**config.mk**
```make
export PLATFORM = sky130hd
export DESIGN_NAME = serial_add_ctrl
export DESIGN_NICKNAME = d
export VERILOG_FILES = /design/src/rtl/serial_add_pkg.sv /design/src/rtl/full_adder.sv /design/src/rtl/serial_add_ctrl.sv
export SDC_FILE = /design/constraint.sdc
export NUM_CORES = 1
export LEC_CHECK = 0
export ABC_CLOCK_PERIOD_IN_PS = 1300
export BUFFER_PORTS_ARGS = -buffer_cell sky130_fd_sc_hd__buf_2
export CAP_MARGIN = 10
export CORE_ASPECT_RATIO = 1.25
export CORE_MARGIN = 4
export CORE_UTILIZATION = 45
export DETAILED_ROUTE_END_ITERATION = 10
export PLACE_DENSITY = 0.72
export SLEW_MARGIN = 15
export SYNTH_ARGS = -nofsm -noshare
export SYNTH_HDL_FRONTEND = slang
export SYNTH_HIERARCHICAL = 1
export SYNTH_SLANG_ARGS = --single-unit
export TNS_END_PERCENT = 1
```
**constraint.sdc**
```tcl
create_clock -name clk -period 1.3 [get_ports clk]
set_input_delay 0.195 -clock clk [delete_from_list [all_inputs] [get_ports clk]]
set_output_delay 0.195 -clock clk [all_outputs]
set_load 0.005 [all_outputs]
```
**src/rtl/serial_add_pkg.sv**
```systemverilog
// Shared types and helpers for the bit-serial adder sequencer.
package serial_add_pkg;

  typedef enum logic [1:0] {S_IDLE, S_RUN, S_DONE} state_t;

  // Bit count never drops to zero, so WIDTH=1 still gets a 1-bit counter.
  function automatic int cnt_w(int w);
    int r;
    r = $clog2(w);
    return (r < 1) ? 1 : r;
  endfunction

endpackage

```
**src/rtl/full_adder.sv**
```systemverilog
// Single-bit full adder cell; the only datapath child of serial_add_ctrl.
module full_adder (
  input  logic i_a,
  input  logic i_b,
  input  logic i_cin,
  output logic o_s,
  output logic o_cout
);

  assign o_s    = i_a ^ i_b ^ i_cin;
  assign o_cout = (i_a & i_b) | (i_cin & (i_a ^ i_b));

endmodule

```
**src/rtl/serial_add_ctrl.sv**
```systemverilog
// Bit-serial adder: one full_adder reused over WIDTH cycles, LSB first, valid/ready on both sides.
// Define SERIAL_ADD_SUB_EN to add a 'sub' input selecting a - b.
module serial_add_ctrl
  import serial_add_pkg::*;
#(
  parameter int WIDTH = 4
) (
  input  logic             clk,
  input  logic             rst,
  input  logic             in_valid,
  output logic             in_ready,
  input  logic [WIDTH-1:0] a,
  input  logic [WIDTH-1:0] b,
  input  logic             cin,
`ifdef SERIAL_ADD_SUB_EN
  input  logic             sub,
`endif
  output logic             out_valid,
  input  logic             out_ready,
  output logic [WIDTH-1:0] sum,
  output logic             cout,
  output logic             busy
);

  localparam int CntW = cnt_w(WIDTH);
  localparam logic [CntW-1:0] CntLast = CntW'(WIDTH - 1);

  if (WIDTH < 1) begin : g_width_check
    $error("serial_add_ctrl: WIDTH must be >= 1");
  end

  state_t           r_state;
  state_t           w_state_d;
  logic [WIDTH-1:0] r_a_sh;
  logic [WIDTH-1:0] r_b_sh;
  logic [WIDTH-1:0] r_sum_sh;
  logic             r_carry;
  logic [CntW-1:0]  r_cnt;

  logic             w_accept;
  logic             w_s;
  logic             w_c;
  logic [WIDTH-1:0] w_b_load;
  logic             w_carry_load;

  assign w_accept = in_valid && (r_state == S_IDLE);

  // Subtract is a + ~b + 1; cout then reads as "no borrow".
`ifdef SERIAL_ADD_SUB_EN
  assign w_b_load     = sub ? ~b : b;
  assign w_carry_load = sub ? 1'b1 : cin;
`else
  assign w_b_load     = b;
  assign w_carry_load = cin;
`endif

  full_adder u_full_adder (
    .i_a    (r_a_sh[0]),
    .i_b    (r_b_sh[0]),
    .i_cin  (r_carry),
    .o_s    (w_s),
    .o_cout (w_c)
  );

  always_comb begin
    w_state_d = r_state;
    unique case (r_state)
      S_IDLE:  if (w_accept) w_state_d = S_RUN;
      S_RUN:   if (r_cnt == CntLast) w_state_d = S_DONE;
      S_DONE:  if (out_ready) w_state_d = S_IDLE;
      default: w_state_d = S_IDLE;
    endcase
  end

  always_ff @(posedge clk or posedge rst) begin
    if (rst) begin
      r_state <= S_IDLE;
    end else begin
      r_state <= w_state_d;
    end
  end

  // Shift-based update keeps WIDTH=1 legal (no [WIDTH-1:1] slice).
  always_ff @(posedge clk or posedge rst) begin
    if (rst) begin
      r_a_sh   <= '0;
      r_b_sh   <= '0;
      r_sum_sh <= '0;
      r_carry  <= 1'b0;
      r_cnt    <= '0;
    end else if (w_accept) begin
      r_a_sh  <= a;
      r_b_sh  <= w_b_load;
      r_carry <= w_carry_load;
      r_cnt   <= '0;
    end else if (r_state == S_RUN) begin
      r_a_sh   <= r_a_sh >> 1;
      r_b_sh   <= r_b_sh >> 1;
      r_sum_sh <= (r_sum_sh >> 1) | (WIDTH'(w_s) << (WIDTH - 1));
      r_carry  <= w_c;
      r_cnt    <= r_cnt + 1'b1;
    end
  end

  assign in_ready  = (r_state == S_IDLE);
  assign out_valid = (r_state == S_DONE);
  assign busy      = (r_state != S_IDLE);
  assign sum       = r_sum_sh;
  assign cout      = r_carry;

endmodule

```
======== Yosys cells after proc, flatten, opt, wreduce, memory -nomap -nowiden ========
Cells that the tools add are included.
cells by class
  equal/unequal tests ..................... 6
  bitwise operators ....................... 7
  multiplexer cells ....................... 12
  reduce and logical (&&, ||, !) cells .... 6
  $add $sub $neg .......................... 1
operator list
  operator             count
  $mux 4               4
  $mux 2               5
  $pmux 2 s3           1
  $eq 2x2->1 const B   2
  $ne 2x1->1 const B   2
  $or 3x4->4           1
  $reduce_bool 2->1    2
  $reduce_and 3->1     1
  $add 2x1->2 const B  1
  $and 1x1->1          2
  $eq 2x1->1 const B   1
  $logic_not 2->1      1
  $mux 1               2
  $ne 2x2->1 const B   1
  $reduce_and 2->1     1
  $xor 1x1->1          2
  $logic_and 1x1->1    1
  $not 1->1            1
  $or 1x1->1           1
storage, ports and cells
  input bits .............................. 13
  output and inout bits ................... 8
  bits in registers ....................... 17
  word-level logic and storage cells ...... 38

======== Longest topological paths before layout ========
Gate-level depths: netlist of the first run.
  depth after elaboration ................. 5
  mapped depth ............................ 4
  depth with buffers taken out ............ 3

======== Cells and area by module ========
The synthesis of the first run kept the hierarchy.
by module, submodules not included
  module           instances  seq. area each (sq um)  cells an instance  area each (sq um)
  serial_add_ctrl  1          425.4                   73                 819.5
  full_adder       1          0.0                     1                  20.0

======== Least setup slack after synthesis of the first run ========
No wires, ideal clock.
  path type ............................... register to register
  start ................................... register r_a_sh[0]
  end ..................................... register r_sum_sh[3], in the netlist sum[3]
  buffers on the path ..................... 0
  cell stages (with the launch flop) ...... 3
  arrival ................................. 1.115 ns
  period minus slack after synthesis ...... 1.243 ns
  required time ........................... 1.172 ns
  library setup time ...................... 0.128 ns
  setup slack ............................. 0.057 ns
  cell sequence ........................... dfrtp_1 -> fa_1 -> mux2_1
between the ends
  cells in the longest elaborated chain, start to end .. 3
RTL lines
  what                       line                   source
  start: declaration         serial_add_ctrl.sv:34  logic [WIDTH-1:0] r_a_sh;
  start signal: assignment   serial_add_ctrl.sv:97  r_a_sh <= r_a_sh >> 1;
  $xor 1x1->1 (2 in series)  full_adder.sv:10       assign o_s = i_a ^ i_b ^ i_cin;
  net w_s                    serial_add_ctrl.sv:41  logic w_s;
  $or 3x4->4                 serial_add_ctrl.sv:99  r_sum_sh <= (r_sum_sh >> 1) | (WIDTH'(w_s) << (WIDTH - 1));
  end signal: assignment     serial_add_ctrl.sv:99
  end: declaration           serial_add_ctrl.sv:36  logic [WIDTH-1:0] r_sum_sh;
The timed path passes the listed nets, and every way through them passes these cells.
A chain may end at the register's enable or synchronous reset.

======== Final worst setup path of the first run ========
  start ................................... register r_state[1]
  end ..................................... register r_cnt[0]
between the ends
  cells in the longest elaborated chain, start to end .. 3
  elaborated cells between the ends (all ways) .. 5
  classes of those cells .................. 1 x eq/ne; 1 x mux; 3 x reduce/logical
RTL lines
  what                                                line                    source
  start: declaration                                  serial_add_ctrl.sv:32   state_t r_state;
  start signal: assignment                            serial_add_ctrl.sv:79   r_state <= w_state_d;
  $logic_not 2->1                                     serial_add_ctrl.sv:46   assign w_accept = in_valid && (r_state == S_IDLE);
  $logic_and 1x1->1                                   serial_add_ctrl.sv:46
  $mux 2 / $reduce_bool 2->1 (equally long branches)  --
  end signal: assignment                              serial_add_ctrl.sv:101  r_cnt <= r_cnt + 1'b1;
  end: declaration                                    serial_add_ctrl.sv:38   logic [CntW-1:0] r_cnt;
Parallel ways exist; a longest one is shown, timed or not.

==> reports/results.ini, run 1 <==
[drt]
wirelength_um=1910
avgRoutedWirePerCell_um=15.1
ant_nets=0
viasPerCell=5.40
drt_iter0_drc=12
vias=686
remaining_drc_errors=0
first_pass_iters=4

[clocking]
clkTransAtPathRegs_ns=0.10
clkSinkCount=17
htree_num_levels=1
root_buffer=clkbuf_4
clk_latency_ns=0.29
cts.path.max_buffers=2
numCtsBuffers=3
cts_tree=yes

[logic_synthesis]
synth_seq_cells=17
syn_area_sq_um=840
synth_warnings=6
syn_area_per_cell_sq_um=11.3
syn_inst=74
synth_top_area_share_pct=50.7
synth_edf_count=0
syn_nets=89
synth_cell_types=22
ys_top_cells_by_area=dfrtp_1 (51%), inv_1 (5.4%), mux2_2 (5.4%), a221oi_1 (5.2%), nor4b_1 (5.2%)
synthArstFlopShare_pct=100
synth_ff_type=dfrtp_1
yosysTopAreaCell=dfrtp_1
yosysSeqAreaShare_pct=50.7

[layout]
syn_to_final_growth_pct=36.2
multi_input_area_sq_um=364
stdcell_count=127
final.fill_count=151
register_area_sq_um=428
nets=124
drive_above_1_share_pct=49.1
n_antenna_cell=0
post-route-util_pct=64.8

[setup_path]
crit_top_cell=buf_6
worstPathBufferInverterCount=2
endpoint_kind=register
setup.worst_path.start_class=register
path_class=register to register
arrival_ns=1.52
crit_cells=4
critical_path_peak_fanout=6
path_delay_family=flip-flops
crit_required_ns=1.48
max_stage_delay_ns=0.48
worstPathCellList=buf_6 > o21bai_4 > buf_6 > mux2_4
ff2ff_path_depth=4
critical_path.slowest_cell=dfrtp_2

[floorplanning]
die_w_um=46.6
num_rows=17
start_util_pct=47.6
pin_count=21
die-area_sq_um=2630
die_y_um=56.3
design.core.area_sq_um=1770

[pwr]
vdd_drop_max_mv=1.06
switching_share_pct=36.1
p_seq_share_pct=34.6
total_power_w=0.00287
clock_power_share_pct=9.9
power_density_nw_per_um2=2510
p_comb_share_pct=55.5
internal-power_w=0.00184
power.leakage_nw=0.555
p_sw_w=0.00104

[job]
max-cap-violations=0

[global_routing]
gr-usage-all-layers_pct=15.1
grt_pass1_wl_um=2910
gr-total-overflow=0
grt_start_max_net_pins=18
antenna_found_initial=0
grt_pass1_vias=706

[sta]
worstMarginPinSlew_ns=0.409
finClkSkew_ns=0.00264
slew_violations=0
hold_slack_ns=0.144
final_hold_viol_count=0
fin_ws_ns=-0.0398
post-route-min-period_ns=1.34
rsz0062_at_grt=yes
clock.fmax_mhz=746
post-route-period-util_pct=103
slew_headroom_pct=72.3
setup_viol=4

[run_status]
violations=setup timing
outcome=complete, but fails checks

[worst_hold_path]
holdPathStages=3
hold_path.class=input pin to register

[placement]
numPlacedInstances=116
gp_congestion=0.714
dp_hpwl_um=1210
io_buffers=20

[placed cells by master (no fill, tap or decap), types with 2 or more instances in the layout]
cell	synthesis	final
nand2_1	2	2
nor2_1	6	5
dfrtp_1	17	15
nor4b_1	5	4
a221oi_1	5	2
buf_4	0	9
inv_1	12	12
a221oi_2	0	3
a222oi_1	2	2
dfrtp_2	0	2
nor2b_1	4	2
buf_6	2	7
mux2_2	4	3
clkbuf_4	0	3
buf_2	4	20
[cell type report]
type	count	share of cell area [%]
Multi-Input combinational cell	38	31.8
Timing Repair Buffer	37	22.4
Tap cell	19	2.08
Inverter	12	3.94
Sequential cell	17	37.4
Clock buffer	4	2.30
[layer usage]
layer / GRT usage, % / share of wire (%) / up-vias / wire length [um]
li1: - / - / 326 / -
met1: 18.0 / 41 / 335 / 790
met2: 24.0 / 51 / 18 / 975
met3: 1.92 / 4.3 / 7 / 83
met4: 9.88 / 3.3 / 0 / 63
met5: 0 / 0 / - / 0
[power by group through the flow]
stage,sequential (W),combinational [W],clock [W]
finish,0.000993,0.00160,0.000284
global route,0.00103,0.00176,0.000313
CTS,0.000976,0.00136,0.000294
detailed placement,0.000987,0.00124,0
global placement,0.000965,0.00120,0
floorplan,0.000931,0.000873,0
[sequential cells by signal (all words and copies together) (netlist names)]
register	count
cout	1
r_a_sh	4
r_b_sh	4
r_cnt	2
r_state	2
sum	4
[worst paths after layout]
check	start	endpoint	slack (ns)
hold reg to reg	r_a_sh[3]$_DFFE_PP0P_	r_a_sh[3]$_DFFE_PP0P_	0.50
hold / removal	out_ready	r_state[1]$_DFFE_PP0P_	0.14
min in group asynchronous	rst	sum[1]$_DFFE_PP0P_	0.45
max in group asynchronous	rst	r_state[1]$_DFFE_PP0P_	0.65
setup reg to reg	r_state[1]$_DFFE_PP0P_	r_cnt[0]$_DFFE_PP0P_	-0.04
setup / recovery	r_state[1]$_DFFE_PP0P_	r_cnt[0]$_DFFE_PP0P_	-0.04
[cells in the mapped netlist, types with 2 or more instances]
cell and instances:
nor4b_1 5, inv_1 12, a222oi_1 2, a221oi_1 5
nor2b_1 4, nor2_1 6, buf_6 2, dfrtp_1 17
mux2_2 4, nand2_1 2, buf_2 4
[repair_timing]
item                       4_1_cts  5_1_grt
hold buffers                     1        0
setup buffers                    4        2
setup endpoints to repair        4       17
pin swaps                        2        6
hold endpoints to repair        17        0
gates resized for setup          6       15
[worst min-delay path, cell delays in order]
cell       delay [ns]
buf_2            0.07
inv_1            0.03
o2bb2ai_1        0.11
[cell families (layout without fill, tap and decap cells)]
family / Yosys count / after routing / share of synthesized area [%]
fa+ha+maj: 2 / 2 / 3.87
simple gates: 18 / 18 / 13.1
mux: 5 / 5 / 6.71
compound gates: 13 / 13 / 14.8
buf+inv: 19 / 53 / 10.9
flops: 17 / 17 / 50.7
[per-stage QoR]
step	setup TNS (ns)	worst slack [ns]	cell area, sq um
5_1_grt	-0.689	-0.101	1140
2_1_floorplan	0	0.0572	840
3_5_place_dp	0	0.00902	992
4_1_cts	-0.0188	-0.00977	1080
3_3_place_gp	0	0.0451	992
6_report	-0.122	-0.0398	1140
Power figures use the tool's default switching activity.
==> run 2: changes to the inputs <==
--- a/config.mk
+++ b/config.mk
@@ -6,7 +6,7 @@
 export NUM_CORES = 1
 export LEC_CHECK = 0
 export ABC_CLOCK_PERIOD_IN_PS = 1300
-export BUFFER_PORTS_ARGS = -buffer_cell sky130_fd_sc_hd__buf_2
+export BUFFER_PORTS_ARGS = -buffer_cell sky130_fd_sc_hd__buf_4
 export CAP_MARGIN = 10
 export CORE_ASPECT_RATIO = 1.25
 export CORE_MARGIN = 4
==> run 2 against run 1 <==
  * The flow still finishes with violations (setup timing)
  * Critical endpoint is now out_valid
  * Critical path type is now register to output pin
  * Flip-flop and latch count unchanged
  * Largest power group unchanged
  * Cell count fell by 1.6%
  * Combinational power down 4%
  * Fmax rose by 1.9%
==> reports/results.ini, run 2 (synthesis gave the netlist of run 1 again) <==
[run_status]
outcome=complete, but fails checks
violations=setup timing

[drt]
vias=667
first_pass_iters=4
remaining_drc_errors=0
wirelength_um=1710
ant_nets=0
drt_iter0_drc=11
viasPerCell=5.34
avgRoutedWirePerCell_um=13.6

[sta]
slew_violations=0
slew_headroom_pct=79.9
hold_slack_ns=0.151
finClkSkew_ns=0.00469
clock.fmax_mhz=761
worstMarginPinSlew_ns=0.298
setup_viol=1
fin_ws_ns=-0.0149
post-route-min-period_ns=1.31
final_hold_viol_count=0
rsz0062_at_grt=yes
post-route-period-util_pct=101

[layout]
n_antenna_cell=0
syn_to_final_growth_pct=37.7
layout_commonest_cell=buf_4
final.fill_count=148
stdcell_count=125
most-common-layout-cells=buf_4 (31), dfrtp_1 (15), inv_1 (12), nor2_1 (5), a221oi_1 (5)
drive_above_1_share_pct=45.3
nets=122

[floorplanning]
num_rows=17
die_w_um=46.6
die-area_sq_um=2630
die_y_um=56.3
design.core.area_sq_um=1770
pin_count=21
start_util_pct=47.6

[global_routing]
gr-total-overflow=0
gr-usage-all-layers_pct=14.5
grt_start_max_net_pins=18
grt_pass1_vias=660
antenna_found_initial=0
grt_pass1_wl_um=2840

[placement]
gp_congestion=0.724
io_buffers=20
dpl_worst_slack_ns=0.0144
dp_hpwl_um=1220
numPlacedInstances=115

[setup_path]
endpoint_kind=output pin
critical_path_peak_fanout=9
setup.worst_path.start_class=register
path_class=register to output pin
crit_required_ns=1.11
arrival_ns=1.12

[job]
max-cap-violations=0

[pwr]
vdd_drop_max_mv=1.39
total_power_w=0.00280
power.leakage_nw=0.555
power_density_nw_per_um2=2420

[clocking]
clkTransAtPathRegs_ns=0.10
htree_num_levels=1
root_buffer=clkbuf_4
clkSinkCount=17
cts_tree=yes
numCtsBuffers=3
cts.path.max_buffers=2
clk_latency_ns=0.28

[worst_hold_path]
hold_path.class=input pin to register

==> run 2: cell count changes in the layout (fill, tap and decap cells not counted), moves of 3 or more <==
cell      before  now
a221oi_1       2    5
buf_6          7    2
buf_2         20    0
buf_4          9   31
a221oi_2       3    0
==> run 2: routing by layer <==
| layer | vias to the layer above | share of wire (%) | GRT usage, % |
|---|---|---|---|
| li1 | 323 | - | - |
| met1 | 325 | 45 | 20.0 |
| met2 | 15 | 49 | 22.4 |
| met3 | 4 | 5.3 | 1.92 |
| met4 | 0 | 1.3 | 5.93 |
| met5 | - | 0 | 0 |
==> run 2: path summary, 6_finish.rpt <==
| kind | startpoint | end | slack (ns) | cells past startpoint |
|---|---|---|---|---|
| min in group asynchronous | rst | r_a_sh[0]$_DFFE_PP0P_ | 0.47 | 4 |
| setup / recovery | r_state[0]$_DFFE_PP0P_ | out_valid | -0.01 | 3 |
| setup reg to reg | r_state[0]$_DFFE_PP0P_ | sum[0]$_DFFE_PP0P_ | 0 | 3 |
| hold / removal | out_ready | r_state[1]$_DFFE_PP0P_ | 0.15 | 3 |
| hold reg to reg | r_a_sh[3]$_DFFE_PP0P_ | r_a_sh[3]$_DFFE_PP0P_ | 0.50 | 1 |
| max in group asynchronous | rst | r_state[0]$_DFFE_PP0P_ | 0.63 | 4 |
==> run 2: critical path, stage by stage (launching register included) <==
cell and delay (ns):
dfrtp_2 0.47, buf_12 0.16, nor2b_4 0.11, buf_6 0.10
==> run 2: through the flow <==
step | instance area (sq um) | utilization [%] | setup TNS, ns
after floorplan | 840 | - | 0
after global placement | 1050 | 59.3 | 0
after detailed placement | 1050 | 59.3 | 0
after CTS | 1130 | 63.9 | -0.0328
after global routing | 1160 | 65.5 | -0.527
final | 1160 | 65.5 | -0.0149
==> run 2: cell type report <==
class | count | area [sq um] | share of cell area, %
tap | 19 | 23.8 | 2.06
multi-input combinational | 38 | 348 | 30.1
timing repair buffer | 35 | 285 | 24.7
sequential | 17 | 428 | 37.0
inverter | 12 | 45.0 | 3.90
clock buffer | 4 | 26.3 | 2.27
==> run 2: where the power goes <==
part / switching (W) / internal (W)
sequential: 0.000195 / 0.000799
clock: 0.000157 / 0.000119
combinational: 0.000610 / 0.000920
total: 0.000962 / 0.00184
==> run 2: repair_timing <==
action,in CTS,in global routing
hold endpoints to repair,17,0
hold buffers,1,0
gates cloned,0,0
endpoints found under the setup margin,4,13
buffers inserted,3,2
pin swaps,1,0
resized for setup,7,3
